**src/rtl/rstseq_pkg.sv**
```systemverilog
// Shared types and helpers for the reset release sequencer.
// Holds the FSM state encoding (FAULT always reserved) and width helpers.
// Optional READY timeout is selected by RSTSEQ_TIMEOUT_EN in the users of this package.
package rstseq_pkg;

  typedef enum logic [2:0] {
    ST_IDLE     = 3'd0,
    ST_HOLD     = 3'd1,
    ST_GAP      = 3'd2,
    ST_WAIT_RDY = 3'd3,
    ST_DONE     = 3'd4,
    ST_FAULT    = 3'd5
  } state_t;

  // Counter must hold the largest of the three limits without wrapping.
  function automatic int cnt_width(input int hold, input int gap, input int tmo);
    int m;
    m = hold;
    if (gap > m) m = gap;
    if (tmo > m) m = tmo;
    return $clog2(m + 1);
  endfunction

  // Stage index width, never narrower than one bit.
  function automatic int stage_width(input int n);
    return (n > 1) ? $clog2(n) : 1;
  endfunction

endpackage

```
**src/rtl/reset_release_sequencer_if.sv**
```systemverilog
// Bundle between the reset release sequencer and the domains it controls.
// master = sequencer (drives resets/status), slave = the rest of the design.
// The fault line exists only when RSTSEQ_TIMEOUT_EN is defined.
interface reset_release_sequencer_if
  import rstseq_pkg::*;
#(
  parameter int NUM_STAGES = 4
) ();
  localparam int SW = stage_width(NUM_STAGES);

  logic                  start;
  logic [NUM_STAGES-1:0] ready;
  logic [NUM_STAGES-1:0] rst_out;
  logic [SW-1:0]         stage;
  logic                  done;
`ifdef RSTSEQ_TIMEOUT_EN
  logic                  fault;
`endif

  modport master (
    input  start,
    input  ready,
    output rst_out,
    output stage,
`ifdef RSTSEQ_TIMEOUT_EN
    output fault,
`endif
    output done
  );

  modport slave (
    output start,
    output ready,
    input  rst_out,
    input  stage,
`ifdef RSTSEQ_TIMEOUT_EN
    input  fault,
`endif
    input  done
  );

endinterface

```
**src/rtl/rstseq_counter.sv**
```systemverilog
// Clearable up-counter with terminal-count compare against a run-time limit.
// Counts one per enabled edge; clear has priority; stops at the limit so it never wraps.
// tc is a pure compare of the registered count, so it adds no input-to-output path.
module rstseq_counter #(
  parameter int WIDTH = 4
) (
  input  logic             clk,
  input  logic             rst,
  input  logic             clr,
  input  logic             en,
  input  logic [WIDTH-1:0] limit,
  output logic             tc
);
  logic [WIDTH-1:0] count;

  assign tc = (count == limit);

  // Count up while enabled, hold at the limit, clear on request or reset.
  always_ff @(posedge clk) begin
    if (rst || clr) begin
      count <= '0;
    end else if (en && !tc) begin
      count <= count + WIDTH'(1);
    end
  end

endmodule

```
**src/rtl/reset_release_sequencer.sv**
```systemverilog
// Holds all reset domains after START, then releases them in index order, gap + READY between.
// Latency: HOLD_CYCLES to first gap, GAP_CYCLES per release, >=1 cycle READY wait per stage.
// No backpressure; optional READY timeout to FAULT when RSTSEQ_TIMEOUT_EN is defined.
module reset_release_sequencer
  import rstseq_pkg::*;
#(
  parameter int NUM_STAGES     = 4,
  parameter int HOLD_CYCLES    = 8,
  parameter int GAP_CYCLES     = 16,
  parameter int TIMEOUT_CYCLES = 1024
) (
  input logic                       clk,
  input logic                       rst,
  reset_release_sequencer_if.master bus
);
  localparam int CW = cnt_width(HOLD_CYCLES, GAP_CYCLES, TIMEOUT_CYCLES);
  localparam int SW = stage_width(NUM_STAGES);
  localparam logic [SW-1:0] LAST_STAGE = SW'(NUM_STAGES - 1);

  state_t        state;
  logic          cnt_clr;
  logic          cnt_en;
  logic          cnt_tc;
  logic [CW-1:0] cnt_limit;
  logic          rdy_cur;

  // Only the READY bit of the stage being waited on matters.
  assign rdy_cur = bus.ready[bus.stage];

  // One shared counter: limit and clear follow the state and the transition about to happen.
  always_comb begin
    cnt_clr   = 1'b0;
    cnt_en    = 1'b0;
    cnt_limit = '0;
    case (state)
      ST_IDLE, ST_DONE: cnt_clr = bus.start;
      ST_HOLD: begin
        cnt_en    = 1'b1;
        cnt_limit = CW'(HOLD_CYCLES - 1);
        cnt_clr   = cnt_tc;
      end
      ST_GAP: begin
        cnt_en    = 1'b1;
        cnt_limit = CW'(GAP_CYCLES - 1);
        cnt_clr   = cnt_tc;
      end
      ST_WAIT_RDY: begin
`ifdef RSTSEQ_TIMEOUT_EN
        cnt_en    = 1'b1;
        cnt_limit = CW'(TIMEOUT_CYCLES - 1);
        cnt_clr   = rdy_cur || cnt_tc;
`else
        cnt_clr   = rdy_cur;
`endif
      end
`ifdef RSTSEQ_TIMEOUT_EN
      ST_FAULT: cnt_clr = bus.start;
`endif
      default: cnt_clr = 1'b1;
    endcase
  end

  rstseq_counter #(.WIDTH(CW)) u_counter (
    .clk   (clk),
    .rst   (rst),
    .clr   (cnt_clr),
    .en    (cnt_en),
    .limit (cnt_limit),
    .tc    (cnt_tc)
  );

  // Sequencing FSM with registered reset, stage and status outputs.
  always_ff @(posedge clk) begin
    if (rst) begin
      state       <= ST_IDLE;
      bus.rst_out <= '1;
      bus.stage   <= '0;
      bus.done    <= 1'b0;
`ifdef RSTSEQ_TIMEOUT_EN
      bus.fault   <= 1'b0;
`endif
    end else begin
      case (state)
        ST_IDLE: begin
          if (bus.start) state <= ST_HOLD;
        end
        ST_HOLD: begin
          if (cnt_tc) begin
            state     <= ST_GAP;
            bus.stage <= '0;
          end
        end
        ST_GAP: begin
          if (cnt_tc) begin
            bus.rst_out <= bus.rst_out & ~(NUM_STAGES'(1) << bus.stage);
            state       <= ST_WAIT_RDY;
          end
        end
        ST_WAIT_RDY: begin
          // READY wins over a timeout landing on the same edge.
          if (rdy_cur) begin
            if (bus.stage == LAST_STAGE) begin
              state    <= ST_DONE;
              bus.done <= 1'b1;
            end else begin
              state     <= ST_GAP;
              bus.stage <= bus.stage + SW'(1);
            end
          end
`ifdef RSTSEQ_TIMEOUT_EN
          else if (cnt_tc) begin
            state       <= ST_FAULT;
            bus.rst_out <= '1;
            bus.fault   <= 1'b1;
          end
`endif
        end
        ST_DONE: begin
          if (bus.start) begin
            state       <= ST_HOLD;
            bus.rst_out <= '1;
            bus.done    <= 1'b0;
          end
        end
`ifdef RSTSEQ_TIMEOUT_EN
        ST_FAULT: begin
          if (bus.start) begin
            state     <= ST_HOLD;
            bus.fault <= 1'b0;
          end
        end
`endif
        default: state <= ST_IDLE;
      endcase
    end
  end

endmodule
```
**src/flat_wrapper.sv**
```systemverilog
// flat-port wrapper written by rule: the top's interface ports become plain ports
module reset_release_sequencer_flat import rstseq_pkg::*;
#(
  parameter int NUM_STAGES     = 4,
  parameter int HOLD_CYCLES    = 8,
  parameter int GAP_CYCLES     = 16,
  parameter int TIMEOUT_CYCLES = 1024
)
  (clk, rst, bus_start, bus_ready, bus_rst_out, bus_stage, bus_done);
  reset_release_sequencer_if #(.NUM_STAGES(NUM_STAGES)) bus_i ();
  input logic clk;
  input logic rst;
  input wire logic [$bits(bus_i.start)-1:0] bus_start;
  input wire logic [$bits(bus_i.ready)-1:0] bus_ready;
  output wire logic [$bits(bus_i.rst_out)-1:0] bus_rst_out;
  output wire logic [$bits(bus_i.stage)-1:0] bus_stage;
  output wire logic [$bits(bus_i.done)-1:0] bus_done;
  assign bus_i.start = bus_start;
  assign bus_i.ready = bus_ready;
  assign bus_rst_out = bus_i.rst_out;
  assign bus_stage = bus_i.stage;
  assign bus_done = bus_i.done;
  reset_release_sequencer #(.NUM_STAGES(NUM_STAGES), .HOLD_CYCLES(HOLD_CYCLES), .GAP_CYCLES(GAP_CYCLES), .TIMEOUT_CYCLES(TIMEOUT_CYCLES)) u_core (.clk(clk), .rst(rst), .bus(bus_i));
endmodule
```
**config.mk**
```make
export PLATFORM = sky130hd
export DESIGN_NAME = reset_release_sequencer_flat
export DESIGN_NICKNAME = d
export VERILOG_FILES = /design/src/rtl/rstseq_pkg.sv /design/src/rtl/reset_release_sequencer_if.sv /design/src/rtl/rstseq_counter.sv /design/src/rtl/reset_release_sequencer.sv /design/src/flat_wrapper.sv
export SDC_FILE = /design/constraint.sdc
export NUM_CORES = 1
export LEC_CHECK = 0
export ABC_AREA = 1
export CAP_MARGIN = 20
export CORE_MARGIN = 10
export CORE_UTILIZATION = 49
export DETAILED_ROUTE_END_ITERATION = 10
export GPL_TIMING_DRIVEN = 0
export PLACE_DENSITY_LB_ADDON = 0.05
export RECOVER_POWER = 25
export SLEW_MARGIN = 20
export SYNTH_ARGS = -nofsm -noshare
export SYNTH_HDL_FRONTEND = slang
export SYNTH_SLANG_ARGS = --single-unit
```
**constraint.sdc**
```tcl
create_clock -name clk -period 1.4 [get_ports clk]
set_clock_uncertainty 0.15 [all_clocks]
set_input_delay 0.21 -clock clk [delete_from_list [all_inputs] [get_ports clk]]
set_output_delay 0.21 -clock clk [all_outputs]
set_load 0.01 [all_outputs]
```
==> results of run 1 <==
## worst max-delay path: stages, from the launching register on
cell	delay (ns)
dfxtp_1	0.37
nor3_2	0.21
nand2_2	0.11
nor2_4	0.22
nand3_2	0.14
nand4_1	0.18
nand2_1	0.07
nand2_1	0.06
nor2_1	0.03
## worst min-delay path by stage
stage / depth (start not counted) / to / from / slack [ns]
3_5_place_dp: 2 / u_core.bus.rst_out[1] / u_core.bus.rst_out[1] / 0.29
4_1_cts: 2 / u_core.bus.rst_out[1] / u_core.bus.rst_out[1] / 0.31
6_report: 2 / u_core.bus.rst_out[1] / u_core.bus.rst_out[1] / 0.30
5_1_grt: 2 / u_core.bus.stage[0] / rst / 0.34
2_1_floorplan: 1 / u_core.bus.stage[0] / rst / 0.13
3_3_place_gp: 2 / u_core.bus.rst_out[2] / u_core.bus.rst_out[2] / 0.29
## cells in the mapped netlist
cell type	number
buf_6	1
o21ai_1	2
nand2_4	2
and3_1	1
nand2_2	2
ha_1	5
a21boi_4	1
xnor2_1	2
inv_1	29
nand3b_1	1
nor2_4	1
dfxtp_1	21
nor3_1	5
a21oi_1	11
nand3_1	15
o21ai_0	4
nor2_1	21
nand3_2	4
nand4_1	3
nand2_1	55
o21bai_1	2
inv_2	4
xor2_1	1
## kinds of logic after synthesis
group           count (synthesis)  synth area share [%]
xor+xnor                        3                  2.07
simple gates                  110                  39.8
fa+ha+maj                       5                  4.94
compound gates                 20                  9.38
buf+inv                        34                  10.7
flops                          21                  33.2
## per-stage QoR
step	hold slack, ns	util (%)
3_5_place_dp	0.295	59.7
5_1_grt	0.335	72.9
3_3_place_gp	0.285	59.7
4_1_cts	0.305	70.4
2_1_floorplan	0.129	-
6_report	0.304	72.9
## state kept, by name (all words and copies together) (netlist names)
signal                  count
u_core.bus.done             1
u_core.bus.rst_out          4
u_core.bus.stage            2
u_core.state                3
u_core.u_counter.count     11
## placed cells by master, fill, tap and decap left out, types with 5 or more instances in the layout
cell type        Yosys  layout
dfxtp_2              0       9
a21oi_1             11       6
nand3_1             15      10
buf_4                0      13
nand2_1             55      43
dfxtp_1             21       8
nand2_4              2       8
nand3_2              4       5
clkdlybuf4s50_1      0       6
inv_1               29      25
dlygate4sd2_1        0       5
nor2_1              21      16
inv_2                4       5
a21oi_2              0       5
ha_1                 5       5
nand2_2              2       8
## power breakdown
part	internal (mW)	switching, mW
sequential	0.711	0.107
combinational	0.839	1.10
clock	0.107	0.211
total	1.66	1.41
## routing by layer
layer	part of all wire [%]	GRT usage [%]	vias up
met5	0	0	-
met4	0.19	4.30	0
met3	3.9	2.93	2
met2	55	23.9	27
met1	41	13.0	576
li1	-	-	673
## layout make-up
class	instances	area, um2
fillers	197	671
well taps	30	37.5
plain buffers	1	11.3
multi-input cells	138	895
flip-flops and latches	21	447
repair buffers	29	255
clock inverters	1	5.00
clock buffers	3	22.5
inverters	33	134
## repair_timing
action | CTS | global route
pin swaps | 22 | 7
gates cloned | 1 | 0
endpoints found under the setup margin | 28 | 23
setup buffers | 12 | 3
gates resized for setup | 56 | 16
==> flow_summary.json, run 1 <==
{
  "status": "finished, violations left",
  "violations": "setup timing",
  "place.gp.congestion": 0.840,
  "finalNetCount": 239,
  "ios": 14,
  "arrival_ns": 1.71,
  "drc_errors": 0,
  "place_ws_ns": -0.310,
  "ys_ff_latch": 21,
  "min_path_type": "register to register",
  "hpwl_mm": 2.13,
  "final_antenna_net_count": 0,
  "fmax_mhz": 613,
  "powerDensity_nw_per_um2": 1700,
  "fin_tns_setup_ns": -3.55,
  "post-route-period-util_pct": 116,
  "port_buffers": 13,
  "synth.top_cell.area_share_pct": 33.2,
  "core-area_um2": 2480,
  "drt_pass1_iterations": 5,
  "clkTransAtPathRegs_ns": 0.13,
  "cts_tree": "done",
  "finalWorstSetupSlack_ns": -0.230,
  "synth_cell_type_count": 23,
  "die_y_um": 70.9,
  "cts_buffers": 3,
  "worstPathMaxFanout": 4,
  "area_delta_synth_final_pct": 42.5,
  "fin_cells": 256,
  "htreeDepth": 1,
  "hold_viol": 0,
  "slew_viol_final": 0,
  "syn-num-nets": 205,
  "r2r_start": "u_core.u_counter.count[5]",
  "synth_area_leaders": "dfxtp_1 (33%), nand2_1 (16%), inv_1 (8.6%)",
  "post_dp_cell_area_um2": 1480,
  "grt_pass1_wl_mm": 5.48,
  "r2r_slack_ns": -0.23,
  "wl_mm": 3.19,
  "maxSlewHeadroom_pct": 81.7,
  "yosys_warnings": 0,
  "dp.cells": 236,
  "clk_path_buf_depth": 2,
  "cts_root_buf": "clkbuf_4",
  "track_usage_pct": 12.6,
  "grt_max_degree": 13,
  "clk_latency_ns": 0.32,
  "r2r-end": "u_core.state[2]",
  "grt_pass1_vias": 1267,
  "crit_path_end": "u_core.state[2]",
  "yosysTopAreaCell": "dfxtp_1",
  "dieWidth_um": 70.9,
  "vias": 1278,
  "drt-initial-drc-count": 114,
  "drv_cap": 0,
  "via_per_inst": 4.99,
  "synth_area_per_cell_um2": 6.57,
  "tightest_slew_ns": 0.274,
  "startpoint_type": "register",
  "clock_sinks": 21,
  "peakVddDrop_mv": 1.38,
  "path_class": "register to register",
  "rsz0062_at_grt": "true",
  "setup_violations": 20,
  "synth_seq_area_share_pct": 33.2,
  "avgRoutedWirePerCell_um": 12.5,
  "stdcell_area_um2": 1810,
  "overflow": 0,
  "syn_area_um2": 1270,
  "p_total_mw": 3.07,
  "drive_gt1_share_pct": 38.1,
  "dieArea_um2": 5020,
  "endpoint_kind": "register",
  "syn_inst": 193,
  "p_leak_nw": 0.821,
  "antenna_found_initial": 0,
  "period_minus_slack_ns": 1.63,
  "initial_core_util_pct": 51.2,
  "reg2reg_depth": 8,
  "required_ns": 1.48,
  "holdBufCountCts": 0,
  "rows": 18,
  "crit_start": "u_core.u_counter.count[5]",
  "antenna_cells": 0
}
Power figures use the tool's default switching activity.
==> run 2, diff against run 1 <==
--- a/config.mk
+++ b/config.mk
@@ -9,7 +9,9 @@
 export CAP_MARGIN = 20
 export CORE_MARGIN = 10
 export CORE_UTILIZATION = 49
+export CTS_CLUSTER_SIZE = 24
 export DETAILED_ROUTE_END_ITERATION = 10
+export GPL_ROUTABILITY_DRIVEN = 0
 export GPL_TIMING_DRIVEN = 0
 export PLACE_DENSITY_LB_ADDON = 0.05
 export RECOVER_POWER = 25
==> results of run 2 <==
The final DEF is identical to that of run 1; final timing and power are the same.
